===== src/rtl/write_dst_fsm_if.sv =====
// AXI write-channel bundle (AW, W, B) between the write-destination FSM and
// the destination memory port.
//
// Handshake rule for every channel: a transfer happens on the rising clock
// edge where valid and ready are both high. The source holds valid and its
// payload stable until that edge. Valid never depends on ready. Ready may
// depend on valid.
interface write_dst_fsm_if #(
   parameter int DATA_W = 512,
   parameter int ADDR_W = 64
);
   logic                  awvalid;
   logic                  awready;
   logic [ADDR_W-1:0]     awaddr;
   logic [7:0]            awlen;
   logic [2:0]            awsize;
   logic [1:0]            awburst;
   logic                  wvalid;
   logic                  wready;
   logic [DATA_W-1:0]     wdata;
   logic [DATA_W/8-1:0]   wstrb;
   logic                  wlast;
   logic                  bvalid;
   logic                  bready;
   logic [1:0]            bresp;

   modport master (
      output awvalid, awaddr, awlen, awsize, awburst,
      output wvalid, wdata, wstrb, wlast,
      output bready,
      input  awready, wready, bvalid, bresp
   );

   modport slave (
      input  awvalid, awaddr, awlen, awsize, awburst,
      input  wvalid, wdata, wstrb, wlast,
      input  bready,
      output awready, wready, bvalid, bresp
   );
endinterface


===== src/rtl/write_dst_fsm.sv =====
// Write-destination stage of the DMA engine. It drains beats from the shared
// show-ahead data FIFO and issues one AXI write burst per descriptor. It waits
// for the write response, then pulses wr_fsm_done so the read-source FSM can
// retire the descriptor. Bad descriptors or error responses park the FSM in
// ERROR until clear_error.
module write_dst_fsm #(
   parameter int DATA_W      = 512,
   parameter int ADDR_W      = 64,
   parameter int LEN_W       = 16,
   parameter int MAX_BURST   = 256,
   parameter int PERF_CNTR_W = 64
) (
   input  logic                   clk,
   input  logic                   reset,
   // descriptor
   input  logic                   desc_go,
   input  logic                   desc_fifo_not_empty,
   input  logic [ADDR_W-1:0]      desc_dst_addr,
   input  logic [LEN_W-1:0]       desc_length,
   input  logic [1:0]             desc_mode,
   input  logic                   clear_error,
   // show-ahead data FIFO
   input  logic                   fifo_empty,
   input  logic [DATA_W-1:0]      fifo_rd_data,
   output logic                   fifo_rd_en,
   // AXI write channels
   write_dst_fsm_if.master        axi,
   // status and performance
   output logic                   wr_fsm_done,
   output logic                   busy,
   output logic                   stopped_on_error,
   output logic [5:0]             wr_state,
   output logic [PERF_CNTR_W-1:0] wr_clk_cnt,
   output logic [PERF_CNTR_W-1:0] wr_valid_cnt
);

   localparam int STRB_W = DATA_W / 8;
   localparam logic [2:0] AW_SIZE = 3'($clog2(STRB_W));

   localparam logic [1:0] MODE_STAND_BY   = 2'd0;
   localparam logic [1:0] MODE_HOST_TO_DDR = 2'd1;

   localparam logic [1:0] BURST_INCR = 2'd1;
   localparam logic [1:0] BURST_WRAP = 2'd2;

   typedef enum logic [5:0] {
      S_IDLE       = 6'b000001,
      S_ADDR_SETUP = 6'b000010,
      S_DATA       = 6'b000100,
      S_WAIT_RSP   = 6'b001000,
      S_DONE       = 6'b010000,
      S_ERROR      = 6'b100000
   } state_t;

   state_t state;
   state_t state_nxt;

   // Descriptor captured at acceptance so the bus stays stable while the
   // upstream descriptor FIFO moves on.
   logic [ADDR_W-1:0] dst_addr_q;
   logic [LEN_W-1:0]  len_q;
   logic [1:0]        mode_q;
   logic [LEN_W-1:0]  beat_cnt;

   logic desc_req;
   logic desc_bad;
   logic desc_accept;
   logic w_valid_int;
   logic w_hs;
   logic last_beat;
   logic in_transfer;

   // A descriptor is rejected outright (no bus activity) when its length is
   // out of range or it asks for the stand-by mode.
   assign desc_req    = desc_go && desc_fifo_not_empty;
   assign desc_bad    = (desc_length == '0) ||
                        (desc_length > LEN_W'(MAX_BURST)) ||
                        (desc_mode == MODE_STAND_BY);
   assign desc_accept = (state == S_IDLE) && desc_req && !desc_bad;

   // W channel: valid follows FIFO occupancy directly, so an empty FIFO simply
   // opens a gap in the burst. A pop happens only on an accepted beat.
   assign w_valid_int = (state == S_DATA) && !fifo_empty;
   assign w_hs        = w_valid_int && axi.wready;
   assign last_beat   = (beat_cnt == (len_q - LEN_W'(1)));
   assign in_transfer = (state == S_ADDR_SETUP) || (state == S_DATA) ||
                        (state == S_WAIT_RSP);

   // State register.
   always_ff @(posedge clk or posedge reset) begin
      if (reset) begin
         state <= S_IDLE;
      end else begin
         state <= state_nxt;
      end
   end

   // Next-state logic.
   always_comb begin
      state_nxt = state;
      unique case (state)
         S_IDLE: begin
            if (desc_req) begin
               state_nxt = desc_bad ? S_ERROR : S_ADDR_SETUP;
            end
         end
         S_ADDR_SETUP: begin
            if (axi.awready) begin
               state_nxt = S_DATA;
            end
         end
         S_DATA: begin
            if (w_hs && last_beat) begin
               state_nxt = S_WAIT_RSP;
            end
         end
         S_WAIT_RSP: begin
            if (axi.bvalid) begin
               // bresp[1] set means SLVERR or DECERR.
               state_nxt = axi.bresp[1] ? S_ERROR : S_DONE;
            end
         end
         S_DONE: begin
            state_nxt = S_IDLE;
         end
         S_ERROR: begin
            if (clear_error) begin
               state_nxt = S_IDLE;
            end
         end
         default: begin
            state_nxt = S_IDLE;
         end
      endcase
   end

   // Descriptor capture, beat counter and performance counters.
   always_ff @(posedge clk or posedge reset) begin
      if (reset) begin
         dst_addr_q   <= '0;
         len_q        <= '0;
         mode_q       <= '0;
         beat_cnt     <= '0;
         wr_clk_cnt   <= '0;
         wr_valid_cnt <= '0;
      end else begin
         if (desc_accept) begin
            dst_addr_q   <= desc_dst_addr;
            len_q        <= desc_length;
            mode_q       <= desc_mode;
            beat_cnt     <= '0;
            wr_clk_cnt   <= '0;
            wr_valid_cnt <= '0;
         end else begin
            if (in_transfer) begin
               wr_clk_cnt <= wr_clk_cnt + PERF_CNTR_W'(1);
            end
            if (w_hs) begin
               beat_cnt     <= beat_cnt + LEN_W'(1);
               wr_valid_cnt <= wr_valid_cnt + PERF_CNTR_W'(1);
            end
         end
      end
   end

   // Outputs decoded from the current state; everything idles at zero.
   always_comb begin
      axi.awvalid      = 1'b0;
      axi.awaddr       = '0;
      axi.awlen        = '0;
      axi.awsize       = '0;
      axi.awburst      = '0;
      axi.wvalid       = 1'b0;
      axi.wdata        = '0;
      axi.wstrb        = '0;
      axi.wlast        = 1'b0;
      axi.bready       = 1'b0;
      fifo_rd_en       = 1'b0;
      wr_fsm_done      = 1'b0;
      busy             = 1'b0;
      stopped_on_error = 1'b0;
      unique case (state)
         S_IDLE: begin
         end
         S_ADDR_SETUP: begin
            busy        = 1'b1;
            axi.awvalid = 1'b1;
            axi.awaddr  = dst_addr_q;
            axi.awlen   = 8'(len_q - LEN_W'(1));
            axi.awsize  = AW_SIZE;
            axi.awburst = (mode_q == MODE_HOST_TO_DDR) ? BURST_WRAP : BURST_INCR;
         end
         S_DATA: begin
            busy       = 1'b1;
            axi.wvalid = w_valid_int;
            axi.wdata  = fifo_rd_data;
            axi.wstrb  = '1;
            axi.wlast  = last_beat;
            fifo_rd_en = w_hs;
         end
         S_WAIT_RSP: begin
            busy       = 1'b1;
            axi.bready = 1'b1;
         end
         S_DONE: begin
            busy        = 1'b1;
            wr_fsm_done = 1'b1;
         end
         S_ERROR: begin
            stopped_on_error = 1'b1;
         end
         default: begin
         end
      endcase
   end

   assign wr_state = state;

endmodule

===== src/flat_wrapper.sv =====
// flat-port wrapper written by rule: the top's interface ports become plain ports
module write_dst_fsm_flat 
#(
   parameter int DATA_W      = 512,
   parameter int ADDR_W      = 64,
   parameter int LEN_W       = 16,
   parameter int MAX_BURST   = 256,
   parameter int PERF_CNTR_W = 64
)
  (clk, reset, desc_go, desc_fifo_not_empty, desc_dst_addr, desc_length, desc_mode, clear_error, fifo_empty, fifo_rd_data, fifo_rd_en, wr_fsm_done, busy, stopped_on_error, wr_state, wr_clk_cnt, wr_valid_cnt, axi_awvalid, axi_awaddr, axi_awlen, axi_awsize, axi_awburst, axi_wvalid, axi_wdata, axi_wstrb, axi_wlast, axi_bready, axi_awready, axi_wready, axi_bvalid, axi_bresp);
  write_dst_fsm_if #(.DATA_W(DATA_W), .ADDR_W(ADDR_W)) axi_i ();
  input  logic clk;
  input  logic reset;
  input  logic desc_go;
  input  logic desc_fifo_not_empty;
  input  logic [ADDR_W-1:0] desc_dst_addr;
  input  logic [LEN_W-1:0] desc_length;
  input  logic [1:0] desc_mode;
  input  logic clear_error;
  input  logic fifo_empty;
  input  logic [DATA_W-1:0] fifo_rd_data;
  output logic fifo_rd_en;
  output logic wr_fsm_done;
  output logic busy;
  output logic stopped_on_error;
  output logic [5:0] wr_state;
  output logic [PERF_CNTR_W-1:0] wr_clk_cnt;
  output logic [PERF_CNTR_W-1:0] wr_valid_cnt;
  output wire logic [$bits(axi_i.awvalid)-1:0] axi_awvalid;
  output wire logic [$bits(axi_i.awaddr)-1:0] axi_awaddr;
  output wire logic [$bits(axi_i.awlen)-1:0] axi_awlen;
  output wire logic [$bits(axi_i.awsize)-1:0] axi_awsize;
  output wire logic [$bits(axi_i.awburst)-1:0] axi_awburst;
  output wire logic [$bits(axi_i.wvalid)-1:0] axi_wvalid;
  output wire logic [$bits(axi_i.wdata)-1:0] axi_wdata;
  output wire logic [$bits(axi_i.wstrb)-1:0] axi_wstrb;
  output wire logic [$bits(axi_i.wlast)-1:0] axi_wlast;
  output wire logic [$bits(axi_i.bready)-1:0] axi_bready;
  input wire logic [$bits(axi_i.awready)-1:0] axi_awready;
  input wire logic [$bits(axi_i.wready)-1:0] axi_wready;
  input wire logic [$bits(axi_i.bvalid)-1:0] axi_bvalid;
  input wire logic [$bits(axi_i.bresp)-1:0] axi_bresp;
  assign axi_awvalid = axi_i.awvalid;
  assign axi_awaddr = axi_i.awaddr;
  assign axi_awlen = axi_i.awlen;
  assign axi_awsize = axi_i.awsize;
  assign axi_awburst = axi_i.awburst;
  assign axi_wvalid = axi_i.wvalid;
  assign axi_wdata = axi_i.wdata;
  assign axi_wstrb = axi_i.wstrb;
  assign axi_wlast = axi_i.wlast;
  assign axi_bready = axi_i.bready;
  assign axi_i.awready = axi_awready;
  assign axi_i.wready = axi_wready;
  assign axi_i.bvalid = axi_bvalid;
  assign axi_i.bresp = axi_bresp;
  write_dst_fsm #(.DATA_W(DATA_W), .ADDR_W(ADDR_W), .LEN_W(LEN_W), .MAX_BURST(MAX_BURST), .PERF_CNTR_W(PERF_CNTR_W)) u_core (.clk(clk), .reset(reset), .desc_go(desc_go), .desc_fifo_not_empty(desc_fifo_not_empty), .desc_dst_addr(desc_dst_addr), .desc_length(desc_length), .desc_mode(desc_mode), .clear_error(clear_error), .fifo_empty(fifo_empty), .fifo_rd_data(fifo_rd_data), .fifo_rd_en(fifo_rd_en), .axi(axi_i), .wr_fsm_done(wr_fsm_done), .busy(busy), .stopped_on_error(stopped_on_error), .wr_state(wr_state), .wr_clk_cnt(wr_clk_cnt), .wr_valid_cnt(wr_valid_cnt));
endmodule

===== config.mk =====
export PLATFORM = sky130hd
export DESIGN_NAME = write_dst_fsm_flat
export DESIGN_NICKNAME = d
export VERILOG_FILES = /design/src/rtl/write_dst_fsm_if.sv /design/src/rtl/write_dst_fsm.sv /design/src/flat_wrapper.sv
export SDC_FILE = /design/constraint.sdc
export NUM_CORES = 1
export LEC_CHECK = 0
export ABC_AREA = 1
export ABC_CLOCK_PERIOD_IN_PS = 11300
export BUFFER_PORTS_ARGS = -buffer_cell sky130_fd_sc_hd__buf_2
export CAP_MARGIN = 0
export CORE_AREA = 5 5 537 539
export DETAILED_ROUTE_END_ITERATION = 10
export DIE_AREA = 0 0 542 544
export GPL_TIMING_DRIVEN = 0
export MAX_ROUTING_LAYER = met4
export PLACE_DENSITY = 0.3
export SETUP_SLACK_MARGIN = 0.1
export SLEW_MARGIN = 25
export SYNTH_ARGS = -nofsm -noshare
export SYNTH_HDL_FRONTEND = slang
export SYNTH_SLANG_ARGS = --single-unit

===== constraint.sdc =====
create_clock -name clk -period 11.3 [get_ports clk]
set_input_delay 2.26 -clock clk [delete_from_list [all_inputs] [get_ports clk]]
set_output_delay 2.26 -clock clk [all_outputs]
set_load 0.005 [all_outputs]

Word-level counts from Yosys, hierarchy flattened. Cells that the tools add are included.

Bits in registers: 232. Bits of input ports: 605. Output and inout port bits: 795. Word-level logic and storage cells: 72.

Add/sub/neg operators: 4. Order comparisons: 1. Equal/unequal tests: 13. Mux-type cells: 29. Reduce and logical (&&, ||, !) cells: 18.

Operators by type and width (count): $mux W512 (1); $mux W64 (6); $add A64 B1 Y64 const B (2); $mux W6 (7); $mux W16 (2); $pmux W6 S5 (1); $add A16 B1 Y16 const B (1); $eq A16 B16 Y1 (1); $gt A16 B9 Y1 const B (1); $logic_not A16 Y1 (1); $sub A16 B1 Y16 const B (1); $mux W1 (8); $mux W8 (1); $ne A2 B2 Y1 const B (4); $eq A6 B1 Y1 const B (1); $eq A6 B2 Y1 const B (1); $eq A6 B3 Y1 const B (1); $eq A6 B4 Y1 const B (1); $eq A6 B5 Y1 const B (1); $eq A6 B6 Y1 const B (1); $logic_and A1 B1 Y1 (6); $reduce_and A5 Y1 (1); $logic_or A1 B1 Y1 (4); $mux W2 (2); 7 further kinds (9).

Depth between registers and ports, before layout. Gate-level depths: netlist of run 1.

Word-level depth: 6. Gate-level depth with buffers: 15. Mapped depth without buffers: 15.

Worst setup path before layout of run 1. OpenSTA, ideal clock, no wires.

Kind: input -> output. From: in axi_wready. To: out fifo_rd_en. Data arrival time: 2.994 ns. Required time: 9.040 ns. Setup slack: 6.046 ns. Stages on the path: 4. Buffers on the path: 2. Path through: inv_1 -> nor3_4 -> buf_2 -> buf_1.

Longest elaborated chain between the ends: 2.

Ends and longest elaborated chain: start: declaration (RTL line flat_wrapper.sv:40) `input wire logic [$bits(axi_i.wready)-1:0] axi_wready;`; $logic_and A1 B1 Y1 (RTL line write_dst_fsm.sv:84) `assign w_hs = w_valid_int && axi.wready;`; $mux W1 (RTL line write_dst_fsm.sv:182) `unique case (state)`; end: declaration (RTL line flat_wrapper.sv:22) `output logic fifo_rd_en;`.

Every way passes these cells.

Final worst setup path of run 1. Ends and elaborated chain as after synthesis.

==> impl_metrics.toml, run 1 <==
[layout]
final_common_cell = "buf_2"
regArea_um2 = 5810
areaGrowthSynthToFinish_pct = 73.0
multi_input_area_um2 = 8840
fin_nets = 5181
drive_gt1_share_pct = 35.3
nFillCells = 33900
final_area_um2 = 32000
layout_common_cells = "1418 x buf_2, 822 x nor2_1, 751 x inv_1"

[global_routing]
grt_pass1_wl_um = 306000
grt_pass1_vias = 26400
overflow = 0
grt.total_usage_pct = 16.6
grt_max_degree = 83
antenna_found_initial = 168

[timing]
fmax_mhz = 150
tightest_slew_ns = 1.23
fin_crit_sh_pct = 59.0
holdWs_ns = 0.501
hold_viol = 0
period_needed_ns = 6.67
drv_slew = 0
rsz0062_at_grt = "false"
setup_viol = 0
clock_skew_ns = 0.0276
maxSlewHeadroom_pct = 17.9

[yosys]
synth_ff_type = "dfrtp_1"
synth_area_um2 = 18500
synthArstFlopShare_pct = 100
synthDistinctLibCells = 48
synth_edf_count = 0
avgSynthCellArea_um2 = 5.91
synthCells = 3128
synthTopCellsByArea = "dfrtp_1 31%, nor2_1 17%, inv_1 15%"
ys_ff_latch = 232
syn_nets = 3737
seq_area_frac_synth_pct = 31.4
yosys_warnings = 0
synth_top_area_share_pct = 31.3
synth_top_cell_by_area = "dfrtp_1"

[clock_tree]
clock-sinks = 232
htreeDepth = 2
clockBufferDepth = 3
cts_hold_buf = 0
clk_latency_ns = 0.58
cts_tree = "done"
numCtsBuffers = 34
clk_pin_slew_ns = 0.05
cts-root-buf = "clkbuf_16"
ctsResizeCount = 0
post_cts_buffers = 0

[routing]
drtAntennaViolNets = 0
wl_per_cell_um = 29.4
drc = 0
vias_per_cell = 3.08
drt_wl_total_um = 251000
drt_iter0_drc = 1650
vias = 26300
firstDrtPassIters = 7

[flow_run]
max_cap_violations = 0

[run_status]
run_status = "completed"

[critical_path]
start_kind = "input port"
slowest_delay_ns = 0.63
cp_top_family = "buffers and inverters"
critPathRequiredTime_ns = 9.04
crit_path_end_kind = "output port"
crit_top_cell = "buf_2"
crit_slowest_cell = "buf_1"
path_max_fanout = 10
cp_cell_sequence = "buf_2, inv_1, nor3_4, buf_2, buf_1, buf_2"
worstPathArrival_ns = 4.41
criticalPathCategory = "input port to output port"
crit_buf_inv = 5

[power_and_ir_drop]
p_int_mw = 1.62
share_seq_of_total_power_pct = 37.4
p_sw_share_pct = 31.4
combPwrFrac_pct = 16.1
powerDensity_nw_per_um2 = 73.7
pwr-share-clk_pct = 46.4
power.leakage_nw = 18.8
ir_drop_v = 0.0000741
switching_power_mw = 0.740

[die]
die_w_um = 542
core_area_um2 = 283000
start_util_pct = 6.52
die-area_um2 = 295000
num_rows = 196
die_h_um = 544
ios = 1400

[placed_design]
finalWeightedCongestion = 0.951
post_dp_cell_area_um2 = 30400
dp_hpwl_um = 231000
portBuffers = 1397

[min_path]
hp-class = "flop to flop"
[area by class of cell]
type / count / share of cell area (%)
Clock inverter: 16 / 0.454
Timing Repair Buffer: 1408 / 22.5
Inverter: 763 / 8.99
Multi-Input combinational cell: 1956 / 27.7
Sequential cell: 232 / 18.2
Clock buffer: 44 / 3.00
Tap cell: 3762 / 14.7
Buffer: 177 / 3.11
Antenna cell: 186 / 1.46
[metrics by stage]
stage          setup TNS, ns  utilization, %  setup WS, ns  power, mW  cells
2_1_floorplan              0               -          2.68       1.03   3128
3_3_place_gp         -375.41            10.6         -1.72       1.28   8287
4_1_cts                    0            11.1          4.48       2.41   8358
5_1_grt                    0            11.2          4.44       2.48   8492
3_5_place_dp               0            10.7          4.49       1.28   8298
6_report                   0            11.3          4.63       2.36   8544
[registers in the layout (all words and copies together), names as in the netlist]
register / flops
u_core.beat_cnt: 16
u_core.dst_addr_q: 64
u_core.len_q: 16
u_core.mode_q: 2
u_core.wr_clk_cnt: 64
u_core.wr_state: 6
u_core.wr_valid_cnt: 64
[worst min-delay path, stage by stage, from the launching register on]
cell     delay, ns
dfrtp_1       0.36
nand2_1       0.06
inv_1         0.04
[metal layers]
metal  part of all wire [%]  global-route usage [%]  wire, um
met1                     47                    22.3    119000
met2                     43                    24.9    108000
met3                    8.1                    5.27     20200
met4                    1.4                    1.94      3590
met5                      0                       -         0
[synth_stat cells (all sizes together), types with 5 or more instances]
cell type    n
nor2       848
inv        761
buf        108
and3         6
o21ai      111
nor3b        6
xnor2       25
clkbuf      69
nand3      141
nand4       57
dfrtp      231
xor2        56
nor4        33
a21oi       62
nand3b      10
nor3        62
a31oi        5
o21a         8
nand2      508
[power groups by stage]
stage | combinational, mW | sequential, mW | clock, mW
final | 0.380 | 0.882 | 1.10
after global placement | 0.385 | 0.898 | 0
after CTS | 0.389 | 0.883 | 1.14
after global routing | 0.420 | 0.885 | 1.17
after floorplan | 0.138 | 0.890 | 0
after detailed placement | 0.386 | 0.898 | 0
[path summary, 6_finish.rpt]
kind,cells after the start,startpoint,endpoint,slack [ns]
max,6,axi_wready,fifo_rd_en,4.63
min,2,u_core.len_q[15],u_core.len_q[15],0.50
max reg2reg,8,u_core.wr_state[4],u_core.wr_state[2],8.36
min reg2reg,2,u_core.len_q[15],u_core.len_q[15],0.50
max in group asynchronous,3,reset,u_core.wr_valid_cnt[47],8.59
min in group asynchronous,2,reset,u_core.wr_state[2],1.77
[cells by family after synthesis]
| kind of cell | synth area share, % |
|---|---|
| flip-flops | 31.4 |
| other | 0.0203 |
| AO/OA/AOI/OAI | 5.56 |
| adder cells (fa/ha/maj) | 0.271 |
| AND/OR/NAND/NOR | 38.1 |
| buffers and inverters | 20.8 |
| XOR/XNOR | 3.84 |
(Power assumes the default switching activity.)
==> run 2: changes to the inputs <==
--- a/config.mk
+++ b/config.mk
@@ -5,13 +5,13 @@
 export SDC_FILE = /design/constraint.sdc
 export NUM_CORES = 1
 export LEC_CHECK = 0
-export ABC_AREA = 1
-export ABC_CLOCK_PERIOD_IN_PS = 11300
+export ABC_AREA = 0
+export ABC_CLOCK_PERIOD_IN_PS = 6200
 export BUFFER_PORTS_ARGS = -buffer_cell sky130_fd_sc_hd__buf_2
 export CAP_MARGIN = 0
-export CORE_AREA = 5 5 537 539
+export CORE_AREA = 5 5 542 544
 export DETAILED_ROUTE_END_ITERATION = 10
-export DIE_AREA = 0 0 542 544
+export DIE_AREA = 0 0 547 549
 export GPL_TIMING_DRIVEN = 0
 export MAX_ROUTING_LAYER = met4
 export PLACE_DENSITY = 0.3
==> constraint.sdc (replaced) <==
create_clock -name clk -period 6.2 [get_ports clk]
set_input_delay 1.24 -clock clk [delete_from_list [all_inputs] [get_ports clk]]
set_output_delay 1.24 -clock clk [all_outputs]
set_load 0.005 [all_outputs]
==> impl_metrics.toml, run 2 <==
[run_status]
run_status = "completed"

[yosys]
synth_area_um2 = 15900
synthArstFlopShare_pct = 100
synth_ff_type = "dfrtp_1"
synthDistinctLibCells = 64
ys_ff_latch = 232
yosys_warnings = 0
synth_top_cell_by_area = "dfrtp_1"
synthCells = 1863
synthTopCellsByCount = "543 x and3_1, 231 x dfrtp_1, 153 x clkbuf_1, 148 x nor2_1, 87 x xor2_1"
synthTopCellsByArea = "dfrtp_1 36%, and3_1 21%, xor2_1 4.8%"
seq_area_frac_synth_pct = 36.5
yosysMostFrequentCell = "and3_1"
synth_edf_count = 0
synth_top_area_share_pct = 36.3
avgSynthCellArea_um2 = 8.54
syn_nets = 2472

[power_and_ir_drop]
total_power_mw = 4.94
power.leakage_nw = 16.3
ir_drop_v = 0.000205
powerDensity_nw_per_um2 = 167

[die]
ios = 1400
die_h_um = 549
die_w_um = 547
start_util_pct = 5.50
core_area_um2 = 289000
die-area_um2 = 300000
num_rows = 198

[critical_path]
criticalPathCategory = "flop to output port"
worstPathArrival_ns = 4.00
slowest_delay_ns = 0.85
crit_slowest_cell = "clkbuf_1"
timing.rr.end = "u_core.wr_valid_cnt[13]"
worstRegToRegCells = 8
start_kind = "flop"
critPathRequiredTime_ns = 4.96
path_max_fanout = 10
crit_path_end_kind = "output port"
r2r_start = "u_core.wr_state[3]"
r2r_slack_ns = 2.25
cp_cell_sequence = "buf_2, nor4_4, buf_6, buf_6, buf_6, clkbuf_1, clkbuf_1, and3_1, buf_2"
crit_top_cell = "buf_6"

[routing]
drt_iter0_drc = 1898
firstDrtPassIters = 5
drc = 0
wl_per_cell_um = 32.0
vias = 22400
drtAntennaViolNets = 0
drt_wl_total_um = 233000
vias_per_cell = 3.08

[placed_design]
portBuffers = 1397
post-place-cells = 7080
dp_hpwl_um = 213000
preCtsSetupSlack_ns = 1.18
finalWeightedCongestion = 1.12

[layout]
layout_common_cells = "1408 x buf_2, 543 x and3_1, 231 x dfrtp_1"
areaGrowthSynthToFinish_pct = 85.7
multi_input_area_um2 = 8930
fin_nets = 3921
drive_gt1_share_pct = 49.2
reg_top3 = "u_core.dst_addr_q: 64 flops, u_core.wr_clk_cnt: 64 flops, u_core.wr_valid_cnt: 64 flops"
final_common_cell = "buf_2"
nFillCells = 33900
regArea_um2 = 5810
fin_cells = 7276

[min_path]
hp-class = "flop to flop"
min-delay-start = "u_core.dst_addr_q[1]"
whs_path_depth = 1
holdPathEnd = "u_core.dst_addr_q[1]"

[flow_run]
max_cap_violations = 0

[global_routing]
grt_max_degree = 34
grt_pass1_wl_um = 281000
antenna_found_initial = 250
grt_pass1_vias = 21500
overflow = 0
grt.total_usage_pct = 15.1

[clock_tree]
post_cts_buffers = 0
numCtsBuffers = 30
clk_latency_ns = 0.62
clockBufferDepth = 3
htreeDepth = 1
clk_pin_slew_ns = 0.07
cts_hold_buf = 0
clock-sinks = 232
ctsResizeCount = 0
cts-root-buf = "clkbuf_16"
cts_tree = "done"

[timing]
maxSlewHeadroom_pct = 29.3
fin_crit_sh_pct = 84.6
worst_slack_ns = 0.955
drv_slew = 0
hold_viol = 0
fin_setup_tns_ns = 0
fmax_mhz = 191
rsz0062_at_grt = "false"
setup_viol = 0
holdWs_ns = 0.497
period_needed_ns = 5.24
clock_skew_ns = 0.0252
tightest_slew_ns = 1.06
-- run 2: per-layer routing --
layer | up-vias | track usage [%] | share of wire (%)
li1 | 9623 | - | -
met1 | 11000 | 18.2 | 42
met4 | 0 | 3.44 | 3.1
met3 | 259 | 6.63 | 11
met5 | - | - | 0
met2 | 1513 | 23.2 | 44
-- run 2: cell families after synthesis --
kind of cell               share of synthesized area [%]
adders and majority gates                          0.315
AOI/OAI and AO/OA                                   4.11
buffers and inverters                               7.62
muxes                                               4.73
xor gates and xnor gates                            7.60
DFF                                                 36.5
other                                             0.0236
and+or+nand+nor                                     39.1
-- run 2: how the worst max path moves through the flow --
| stage | from | endpoint | slack, ns |
|---|---|---|---|
| 4_1_cts | u_core.wr_state[1] | axi_wdata[410] | 0.76 |
| 2_1_floorplan | u_core.wr_state[1] | axi_wlast | 1.28 |
| 3_3_place_gp | u_core.wr_state[1] | axi_wlast | -1.31 |
| 5_1_grt | u_core.wr_state[1] | axi_wdata[410] | 0.73 |
| 6_report | u_core.wr_state[1] | axi_wdata[410] | 0.96 |
| 3_5_place_dp | desc_length[1] | u_core.wr_valid_cnt[17] | 1.18 |
-- run 2: where the power goes --
| group | internal [mW] | total (mW) | switching [mW] |
|---|---|---|---|
| registers | 1.55 | 1.61 | 0.0511 |
| logic | 0.360 | 1.27 | 0.913 |
| clock network | 1.22 | 2.06 | 0.845 |
-- run 2: stage by stage --
step | instance area (um^2) | utilization (%)
after floorplan | 15900 | -
final | 29500 | 10.2
after detailed placement | 28100 | 9.71
after global routing | 29500 | 10.2
after CTS | 29200 | 10.1
after global placement | 27700 | 9.57
-- run 2: worst max-delay path, delay by kind of cell (launching register included) --
family                 cells  cell delay (ns)
flip-flops                 1             0.38
buffers and inverters      7             2.27
AND/OR/NAND/NOR            2             0.67
-- run 2: area by class of cell --
| class | instances | share of cell area, % |
|---|---|---|
| Antenna cell | 140 | 1.19 |
| Buffer | 234 | 3.90 |
| Clock buffer | 37 | 2.84 |
| Clock inverter | 19 | 0.944 |
| Inverter | 18 | 0.241 |
| Multi-Input combinational cell | 1379 | 30.2 |
| Sequential cell | 232 | 19.7 |
| Tap cell | 3800 | 16.1 |
| Timing Repair Buffer | 1417 | 24.9 |
==> run 3: changes to the inputs <==
--- a/config.mk
+++ b/config.mk
@@ -5,13 +5,13 @@
 export SDC_FILE = /design/constraint.sdc
 export NUM_CORES = 1
 export LEC_CHECK = 0
-export ABC_AREA = 0
-export ABC_CLOCK_PERIOD_IN_PS = 6200
+export ABC_AREA = 1
+export ABC_CLOCK_PERIOD_IN_PS = 4500
 export BUFFER_PORTS_ARGS = -buffer_cell sky130_fd_sc_hd__buf_2
 export CAP_MARGIN = 0
-export CORE_AREA = 5 5 542 544
+export CORE_AREA = 5 5 549 551
 export DETAILED_ROUTE_END_ITERATION = 10
-export DIE_AREA = 0 0 547 549
+export DIE_AREA = 0 0 554 556
 export GPL_TIMING_DRIVEN = 0
 export MAX_ROUTING_LAYER = met4
 export PLACE_DENSITY = 0.3
==> constraint.sdc (replaced) <==
create_clock -name clk -period 4.5 [get_ports clk]
set_input_delay 0.9 -clock clk [delete_from_list [all_inputs] [get_ports clk]]
set_output_delay 0.9 -clock clk [all_outputs]
set_load 0.005 [all_outputs]
==> impl_metrics.toml, run 3 (same netlist as run 1, synthesis figures left out) <==
[flow_run]
max_cap_violations = 0

[timing]
hold_viol = 0
setup_viol = 0
maxSlewHeadroom_pct = 34.9
clock_skew_ns = 0.0329
worst_slack_ns = 0.344
holdWs_ns = 0.205
drv_slew = 0
fmax_mhz = 241
rsz0062_at_grt = "false"
period_needed_ns = 4.16
fin_crit_sh_pct = 92.4
tightest_slew_ns = 0.977

[placed_design]
dp_hpwl_um = 231000
portBuffers = 1397
post-place-cells = 8476
finalWeightedCongestion = 1.00
preCtsSetupSlack_ns = -0.0675

[routing]
drtAntennaViolNets = 0
vias = 26800
firstDrtPassIters = 6
vias_per_cell = 3.05
wl_per_cell_um = 28.4
drt_iter0_drc = 1701
drc = 0
drt_wl_total_um = 249000

[critical_path]
cp_cell_sequence = "nor2_4, nand4_4, clkbuf_8, clkbuf_2, clkbuf_2, nor2_1, buf_2"
start_kind = "flop"
criticalPathCategory = "flop to output port"
critPathRequiredTime_ns = 3.60
crit_top_cell = "clkbuf_2"
crit_path_end_kind = "output port"
worstPathArrival_ns = 3.26
crit_slowest_cell = "dfrtp_1"
slowest_delay_ns = 0.54
path_max_fanout = 10

[layout]
areaGrowthSynthToFinish_pct = 75.5
nFillCells = 35400
reg_top3 = "u_core.dst_addr_q: 64 flops, u_core.wr_clk_cnt: 64 flops, u_core.wr_valid_cnt: 64 flops"
drive_gt1_share_pct = 35.7
layout_common_cells = "1419 x buf_2, 809 x nor2_1, 751 x inv_1"
fin_cells = 8770
final_common_cell = "buf_2"
fin_nets = 5178

[power_and_ir_drop]
power.leakage_nw = 18.8
total_power_mw = 5.85
powerDensity_nw_per_um2 = 180
ir_drop_v = 0.000314

[die]
die-area_um2 = 308000
num_rows = 200
ios = 1400
start_util_pct = 6.25
core_area_um2 = 296000
die_h_um = 556
die_w_um = 554

[clock_tree]
clockBufferDepth = 3
htreeDepth = 1
clk_latency_ns = 0.64
numCtsBuffers = 31
clk_pin_slew_ns = 0.07
clock-sinks = 232
cts_hold_buf = 0
cts-root-buf = "clkbuf_16"
cts_tree = "done"

[global_routing]
grt.total_usage_pct = 15.7
grt_pass1_wl_um = 307000
grt_max_degree = 62
antenna_found_initial = 177
overflow = 0
grt_pass1_vias = 26500

[min_path]
hp-class = "input port to asynchronous set/reset pin"

[run_status]
run_status = "completed"
==> run 3: what timing repair did <==
| action | 4_1_cts | 5_1_grt |
|---|---|---|
| endpoints found under the setup margin | 306 | 5 |
| pin swaps | 1 | 1 |
| buffers inserted | 0 | 0 |
| resized for setup | 42 | 3 |
==> run 3: power by group <==
group	switching [mW]	internal, mW	leakage [nW]
registers	0.0725	2.15	2.64
logic	0.677	0.353	15.6
clock network	1.12	1.48	0.511
total	1.86	3.99	18.8
==> run 3: path summary, 6_finish.rpt <==
check | from | to | slack [ns] | cells after the start
worst max-delay path | u_core.wr_state[4] | axi_wdata[318] | 0.34 | 7
worst min register to register | u_core.len_q[15] | u_core.len_q[15] | 0.50 | 2
min in group clk | desc_dst_addr[51] | u_core.dst_addr_q[51] | 0.47 | 3
max in group asynchronous | reset | u_core.wr_valid_cnt[42] | 2.77 | 8
worst min-delay path | reset | u_core.dst_addr_q[2] | 0.21 | 2
worst max register to register | u_core.wr_state[4] | u_core.wr_state[2] | 1.25 | 8
==> run 3: metrics by stage <==
step / cell area [um^2] / util [%] / TNS, ns
after floorplan: 18500 / - / 0
after global placement: 30400 / 10.3 / -619.58
after detailed placement: 30700 / 10.4 / -0.0675
after CTS: 31800 / 10.8 / 0
after global routing: 32400 / 11.0 / 0
final: 32400 / 11.0 / 0
==> run 3: critical path: cells and delay by family (launching register included) <==
kind	cells	cell delay (ns)
flip-flops	1	0.54
AND/OR/NAND/NOR	3	0.73
buffers and inverters	4	1.27
==> run 3: layer usage <==
layer	vias to the layer above	GRT usage, %	wire length [um]
met5	-	-	0
met1	12800	20.9	115000
met2	1371	24.4	109000
met3	278	4.97	21100
met4	0	1.14	3310
li1	12400	-	-
==> run 3: final cells by class <==
| cell class | instances | area [um^2] | area share (%) |
|---|---|---|---|
| diodes | 238 | 596 | 1.84 |
| clock inverters | 12 | 133 | 0.409 |
| well taps | 3939 | 4930 | 15.2 |
| repair buffers | 1409 | 7250 | 22.3 |
| inverters | 763 | 2870 | 8.85 |
| clock buffers | 45 | 888 | 2.74 |
| multi-input cells | 1956 | 8970 | 27.6 |
| plain buffers | 176 | 1010 | 3.10 |
| flip-flops and latches | 232 | 5810 | 17.9 |
